[src/rtl/led_pkg.sv]
// Shared types and constants for the LED fade driver.
package led_pkg;

  typedef enum logic [1:0] {
    OFF  = 2'd0,
    RISE = 2'd1,
    ON   = 2'd2,
    FALL = 2'd3
  } led_state_e;

  localparam int PRESC_BITS = 16;

  // Full-brightness duty value for a given PWM width.
  function automatic int duty_max(input int bits);
    return (1 << bits) - 1;
  endfunction

endpackage

[src/rtl/led_pwm_core.sv]
// Free-running PWM counter with a registered compare output.
module led_pwm_core #(
  parameter int PWM_BITS = 8
) (
  input  logic                clk,
  input  logic                rst,
  input  logic [PWM_BITS-1:0] duty,
  output logic                out
);
  import led_pkg::*;

  localparam logic [PWM_BITS-1:0] DUTY_MAX = PWM_BITS'(duty_max(PWM_BITS));

  logic [PWM_BITS-1:0] cnt_q;
  logic                out_q, out_d;

  // Full scale forces a solid high; otherwise compare against the live duty.
  always_comb begin
    out_d = (duty == DUTY_MAX) ? 1'b1 : (cnt_q < duty);
  end

  // Counter wraps naturally at 2^PWM_BITS; output registered one cycle late.
  always_ff @(posedge clk) begin
    if (rst) begin
      cnt_q <= '0;
      out_q <= 1'b0;
    end else begin
      cnt_q <= cnt_q + PWM_BITS'(1);
      out_q <= out_d;
    end
  end

  assign out = out_q;

endmodule

[src/rtl/led_fade_driver.sv]
// Turns a slow on/off level into linear brightness ramps rendered as PWM.
module led_fade_driver #(
  parameter int PWM_BITS = 8,
  parameter int STEP_DIV = 1024
) (
  input  logic                clk,
  input  logic                rst,
  input  logic                level_in,
  output logic                out,
  output logic [PWM_BITS-1:0] duty,
  output logic                busy
);
  import led_pkg::*;

  localparam logic [PWM_BITS-1:0]   DUTY_MAX  = PWM_BITS'(duty_max(PWM_BITS));
  localparam logic [PRESC_BITS-1:0] STEP_LAST = PRESC_BITS'(STEP_DIV - 1);

  logic                  s1_q, s2_q;
  led_state_e            state_q, state_d;
  logic [PWM_BITS-1:0]   duty_q, duty_d;
  logic [PRESC_BITS-1:0] presc_q, presc_d;
  logic                  lvl, tick;
  logic [PWM_BITS-1:0]   duty_inc, duty_dec;

  assign lvl      = s2_q;
  assign tick     = (presc_q == STEP_LAST);
  assign duty_inc = duty_q + PWM_BITS'(1);
  assign duty_dec = duty_q - PWM_BITS'(1);

  // Two-flop synchronizer for the asynchronous blinker level.
  always_ff @(posedge clk) begin
    if (rst) begin
      s1_q <= 1'b0;
      s2_q <= 1'b0;
    end else begin
      s1_q <= level_in;
      s2_q <= s1_q;
    end
  end

  // Ramp FSM: reversals keep duty and restart the step prescaler.
  always_comb begin
    state_d = state_q;
    duty_d  = duty_q;
    presc_d = '0;
    unique case (state_q)
      OFF: begin
        if (lvl) state_d = RISE;
      end
      RISE: begin
        if (!lvl) begin
          state_d = FALL;
        end else if (tick) begin
          duty_d = duty_inc;
          if (duty_inc == DUTY_MAX) state_d = ON;
        end else begin
          presc_d = presc_q + PRESC_BITS'(1);
        end
      end
      ON: begin
        if (!lvl) state_d = FALL;
      end
      FALL: begin
        if (lvl) begin
          state_d = RISE;
        end else if (tick) begin
          duty_d = duty_dec;
          if (duty_dec == '0) state_d = OFF;
        end else begin
          presc_d = presc_q + PRESC_BITS'(1);
        end
      end
      default: state_d = OFF;
    endcase
  end

  // FSM, duty and prescaler state; reset aborts any ramp at once.
  always_ff @(posedge clk) begin
    if (rst) begin
      state_q <= OFF;
      duty_q  <= '0;
      presc_q <= '0;
    end else begin
      state_q <= state_d;
      duty_q  <= duty_d;
      presc_q <= presc_d;
    end
  end

  assign duty = duty_q;
  assign busy = (state_q == RISE) || (state_q == FALL);

  led_pwm_core #(.PWM_BITS(PWM_BITS)) u_pwm (
    .clk  (clk),
    .rst  (rst),
    .duty (duty_q),
    .out  (out)
  );

endmodule

[config.mk]
export PLATFORM = sky130hd
export DESIGN_NAME = led_fade_driver
export DESIGN_NICKNAME = d
export VERILOG_FILES = /design/src/rtl/led_pkg.sv /design/src/rtl/led_pwm_core.sv /design/src/rtl/led_fade_driver.sv
export SDC_FILE = /design/constraint.sdc
export NUM_CORES = 1
export LEC_CHECK = 0
export CAP_MARGIN = 20
export CORE_ASPECT_RATIO = 0.5
export CORE_MARGIN = 5
export CORE_UTILIZATION = 53
export CTS_CLUSTER_SIZE = 20
export DETAILED_ROUTE_END_ITERATION = 10
export HOLD_SLACK_MARGIN = 0.12
export PLACE_DENSITY = 0.75
export SLEW_MARGIN = 0
export SYNTH_ARGS = -nofsm -noshare
export SYNTH_HDL_FRONTEND = slang
export SYNTH_HIERARCHICAL = 1
export SYNTH_SLANG_ARGS = --single-unit
[constraint.sdc]
create_clock -name clk -period 2.2 [get_ports clk]
set_input_delay 0.44 -clock clk [delete_from_list [all_inputs] [get_ports clk]]
set_output_delay 0.44 -clock clk [all_outputs]
set_load 0.01 [all_outputs]
Word-level counts from Yosys, hierarchy flattened. Cells that the tools add are included.

Flip-flop bits (word level): 37. Output and inout port bits: 10.

Add/subtract/negate cells: 4. $lt $le $gt $ge: 1. Equal/unequal tests: 16. Mux-type cells: 19. Reductions and logical operators: 6.

Operator list (number): 2-to-1 mux 16 bit (3); 2-to-1 mux 8 bit (4); one-hot mux 16 bit (2 select lines) (1); adder 16 x 1 -> 16 bit, second input constant (1); adder 8 x 1 -> 8 bit, second input constant (2); == test 16 x 10 -> 1 bit, second input constant (1); == test 8 bit, second input constant (2); 2-to-1 mux 2 bit (8); one-hot mux 8 bit (2 select lines) (1); inequality test 2 bit, second input constant (6); inequality test 3 bit, second input constant (4); logical NOT 8 bit (1); less-than comparator 8 bit (1); one-hot mux 2 bit (4 select lines) (1); subtractor 8 x 1 -> 8 bit, second input constant (1); AND reduction 6 bit (1); AND reduction 5 bit (1); == test 2 bit, second input constant (2); == test 2 x 1 -> 1 bit, second input constant (1); logical NOT 2 bit (1); nonzero test 2 bit (1); logical OR 1 bit (1); 2-to-1 mux 1 bit (1).

Longest topological paths before layout.
Depth in word-level cells: 6. Depth in mapped cells: 9. Depth with buffers taken out: 8.

Cells and area by module. Netlist, hierarchy kept.

Modules (own cells, without submodules): led_fade_driver (instances 1, cells each 196, area each 1659.1 µm², seq. area each 560.5 µm²); led_pwm_core (instances 1, cells each 59, area each 523.0 µm², seq. area each 180.2 µm²).

Least setup slack after synthesis. OpenSTA, ideal clock, no wires.

Path type: register to register. From: reg duty_q[0], in the netlist duty[0]. To: reg state_q[0]. Setup time: 0.121 ns. Arrival time: 2.177 ns. Required time: 2.079 ns. Slack: -0.098 ns. Cell stages (with the launch flop): 8. Period minus slack after synthesis: 2.298 ns. Cells stage by stage: dfxtp_1 -> inv_1 -> ha_1 -> or3_1 -> a21o_1 -> a2111oi_4 -> o221a_4 -> mux2_4.

Word-level cells in the longest chain between the ends: 4. Elaborated cells between the ends (all ways): 7. Classes of those cells: 2 x add/sub; 3 x eq/ne; 2 x reduce/logical.

RTL lines: start, declared (RTL line led_fade_driver.sv:20) `logic [PWM_BITS-1:0] duty_q, duty_d;`; start signal, assigned (RTL line led_fade_driver.sv:85) `duty_q <= duty_d;`; adder 8 x 1 -> 8 bit or subtractor 8 x 1 -> 8 bit (tied branches) (RTL line led_fade_driver.sv:27, led_fade_driver.sv:28); == test 8 bit or logical NOT 8 bit (tied branches) (RTL line led_fade_driver.sv:55, led_fade_driver.sv:68); inequality test 3 bit (no line); AND reduction 6 bit (no line) *; end signal, assigned (RTL line led_fade_driver.sv:84) `state_q <= state_d;`; end, declared (RTL line led_fade_driver.sv:19) `led_state_e state_q, state_d;`.

Mark *: on every way between the ends. The rest lies on a longest branch, timed or not. A chain may end at the register's enable or synchronous reset.

Worst setup path in the final report. Ends and elaborated chain as after synthesis.

==> results.rst <==
.. list-table::
   :header-rows: 1

   * - Metric
     - Value
   * - Vias in the first global route
     - 1,794
   * - Total grt overflow
     - 0
   * - Cell types with the largest area share after synthesis
     - dfxtp_1, ha_1, nor2_1
   * - Count of antenna diodes in the layout
     - 0
   * - Signed area change from the synthesized netlist to the final layout
     - 16.5%
   * - Most used standard cell by instance count after synthesis
     - nor2_1
   * - CTS H-tree lvls
     - 2
   * - Netlist cell types
     - 46
   * - Outcome
     - finished clean
   * - Mapped Nets
     - 276
   * - Routed len/inst
     - 13.7 um
   * - Final hold violations
     - 0
   * - Peak supply drop
     - 0.289 mV
   * - Die boundary height
     - 55.4 um
   * - Setup repair after global routing missed its margin
     - false
   * - Internal reg-to-reg setup slack
     - 0.1 ns
   * - Cell type with the highest aggregate area in the netlist
     - dfxtp_1
   * - CP max-delay cell
     - a2111oi_4
   * - Total wirelength of the detailed-routed design
     - 4490 um
   * - I/O pin total
     - 13
   * - Post-synthesis cell area
     - 0.00218 mm2
   * - Setup_tns
     - 0 ns
   * - Antenna violations before repair
     - 0
   * - Clk_skew
     - 0.00352 ns
   * - Dominant synthesized flop cell
     - dfxtp_1
   * - Slew at the pin closest to its max-slew limit
     - 0.454 ns
   * - Clock transition at the registers of the reported paths
     - 0.07 ns
   * - Number of buffers added by the clock tree synthesis step
     - 5
   * - Max-slew headroom at the worst pin
     - 69.7%
   * - Std-Cell Rows
     - 16
   * - Final critical path time including I/O delays and setup
     - 2.10 ns
   * - Wire length of the first global-routing pass
     - 7720 um
   * - Insertion delay to the later sink of the worst-skew pair
     - 0.29 ns
   * - Die footprint
     - 0.00558 mm2
   * - Overall fraction of global-route tracks in use
     - 17.0%
   * - Half-perimeter wire length after detailed placement
     - 3240 um
   * - Dominant delay contributor by cell family on the critical path
     - compound AO/OA/AOI/OAI gates
   * - Proportion of layout cells with a drive suffix above 1
     - 14.9%
   * - Largest fanout on the critical path
     - 8
   * - Buffer depth of the longest clock path
     - 2
   * - Total setup violations reported at the end of the flow
     - 0
   * - Mapped Cells
     - 255
   * - Placeable Area
     - 0.00394 mm2
   * - Kind of path behind the tightest hold check
     - flip-flop to flip-flop
   * - Peak Freq
     - 476 MHz
   * - Number of warnings printed during yosys synthesis
     - 6
   * - Final worst-path cycle share
     - 95.5%
   * - Number of max-slew violations in the final report
     - 0
   * - Kind of capture point of the worst setup path
     - flip-flop
   * - Clock tree sinks
     - 37
   * - TritonCTS clock tree
     - done
   * - Max-cap viol count
     - 0
   * - Maximum number of pins on one net before global-route repair
     - 16
   * - Number of enable flip-flop cells after synthesis
     - 0
   * - Category of the worst setup path launch point
     - flip-flop
   * - Critical path class
     - flip-flop to flip-flop
   * - Die W
     - 101 um
   * - Required time at the worst-slack endpoint
     - 2.38 ns
   * - Power density of the placed cells
     - 580 mW/mm2
   * - Number of flip-flops and latches in the synthesized netlist
     - 37
   * - Commonest cells in the netlist
     - nor2_1, dfxtp_1, ha_1
   * - Root buf cell
     - clkbuf_8
   * - Number of port buffers
     - 12
   * - Standby leakage power
     - 0.000971 uW
   * - Final layout net count
     - 295
   * - Register cell area after layout
     - 747 um2
   * - Sequential fraction of the synthesis area
     - 33.9%
   * - Fraction of post-synthesis cell area in the top cell type by area
     - 33.9%
   * - End-of-flow core utilization
     - 64.4%
   * - Worst hold slack after final layout
     - 0.438 ns
   * - Pre-antenna DRT Iters
     - 4
   * - Via count
     - 1,777
   * - Worst stage delay on the critical path
     - 0.37 ns
   * - Post-synthesis async set-or-reset flop share
     - 0%
   * - Placer Congestion
     - 0.896
   * - Cell-by-cell listing of the critical path
     - buf_6 > nor2_2 > or3_1 > a21o_1 > a2111oi_4 > o221a_4 > mux2_4
   * - Combined area of the multi-input logic cells
     - 0.00136 mm2
   * - Drt drc
     - 0
   * - Fill cells
     - 338
   * - Count of nets left with antenna violations after detail routing
     - 0
   * - Critical path buffer and inverter count
     - 1
   * - Syn Area/Cell
     - 8.56 um2
   * - Via density per instance
     - 5.40
   * - DR iter-0 viols
     - 62
   * - Initial standard-cell utilization of the core
     - 55.3%
   * - Data arrival, critical path
     - 2.28 ns
routing by layer:
layer | routed length [um] | vias to the layer above | share of wire, % | global-route usage, %
li1 | - | 911 | - | -
met1 | 1990 | 841 | 44 | 19.3
met2 | 2330 | 20 | 52 | 31.3
met3 | 136 | 5 | 3.0 | 4.52
met4 | 32 | 0 | 0.71 | 4.03
met5 | 0 | - | 0 | 0
where the power goes:
group / total, uW / internal (uW) / switching, uW
logic: 244 / 128 / 116
registers: 712 / 693 / 19.0
clock network: 517 / 283 / 234
total: 1470 / 1100 / 369
worst paths after layout:
check	start	endpoint	depth (start not counted)
max	duty[0]$_SDFFE_PP0P_	state_q[0]$_SDFFE_PP0P_	7
min	presc_q[0]$_SDFF_PP0_	presc_q[0]$_SDFF_PP0_	1
max reg2reg	duty[0]$_SDFFE_PP0P_	state_q[0]$_SDFFE_PP0P_	7
min reg2reg	presc_q[0]$_SDFF_PP0_	presc_q[0]$_SDFF_PP0_	1
cell families (layout without fill, tap and decap cells):
| logic type | after synthesis | in the layout | synth area share (%) |
|---|---|---|---|
| simple gates | 113 | 113 | 27.7 |
| flops | 37 | 37 | 33.9 |
| compound gates | 32 | 32 | 10.3 |
| xor+xnor | 29 | 29 | 11.6 |
| buf+inv | 23 | 43 | 4.47 |
| fa+ha+maj | 18 | 18 | 10.3 |
| mux | 3 | 3 | 1.61 |
metrics by stage:
stage | worst slack (ns) | cells | total power [uW] | cell area [um2]
after floorplan | 0.0190 | 255 | 904 | 2180
after global placement | 0.134 | 321 | 959 | 2410
after detailed placement | 0.0942 | 321 | 972 | 2410
after CTS | 0.00661 | 329 | 1500 | 2510
after global routing | 0.0122 | 329 | 1560 | 2540
final | 0.0983 | 329 | 1470 | 2540
registers in the layout, summed over array words and instances (netlist names):
register,count
u_pwm/out,1
duty,8
s1_q,1
u_pwm/cnt_q,8
presc_q,16
state_q,2
lvl,1
area by class of cell:
| type | instances | area share, % |
|---|---|---|
| Clock inverter | 1 | 0.197 |
| Clock buffer | 7 | 3.79 |
| Multi-Input combinational cell | 195 | 53.7 |
| Timing Repair Buffer | 24 | 8.67 |
| Sequential cell | 37 | 29.4 |
| Tap cell | 54 | 2.66 |
| Inverter | 11 | 1.62 |
cells in the final DEF, fill, tap and decap left out, drive strengths merged, types with 2 or more instances in the layout:
master | Yosys | routed
xnor2 | 15 | 15
nand2b | 6 | 6
clkbuf | 8 | 7
nor3 | 8 | 8
nor2b | 4 | 4
inv | 11 | 11
and3 | 9 | 9
buf | 4 | 12
or3 | 4 | 4
and3b | 2 | 2
nand2 | 11 | 11
nand4 | 6 | 6
a211oi | 2 | 2
a22oi | 2 | 2
nand3 | 14 | 14
dfxtp | 37 | 37
a21oi | 8 | 8
a31oi | 3 | 3
and2 | 3 | 3
xor2 | 14 | 14
ha | 18 | 18
clkdlybuf4s50 | 0 | 11
nor2 | 39 | 39
o21ai | 10 | 10
mux2i | 2 | 2
worst reg2reg max path, cell delays in order (launching register included):
cell	delay [ns]
dfxtp_2	0.35
buf_6	0.14
nor2_2	0.06
or3_1	0.34
a21o_1	0.19
a2111oi_4	0.37
o221a_4	0.26
mux2_4	0.29
timing repair:
item,4_1_cts,5_1_grt
setup buffers,0,0
hold buffers,0,0
setup endpoints to repair,1,2
gates resized for setup,1,12
pin swaps,0,4
(Power assumes the default switching activity.)
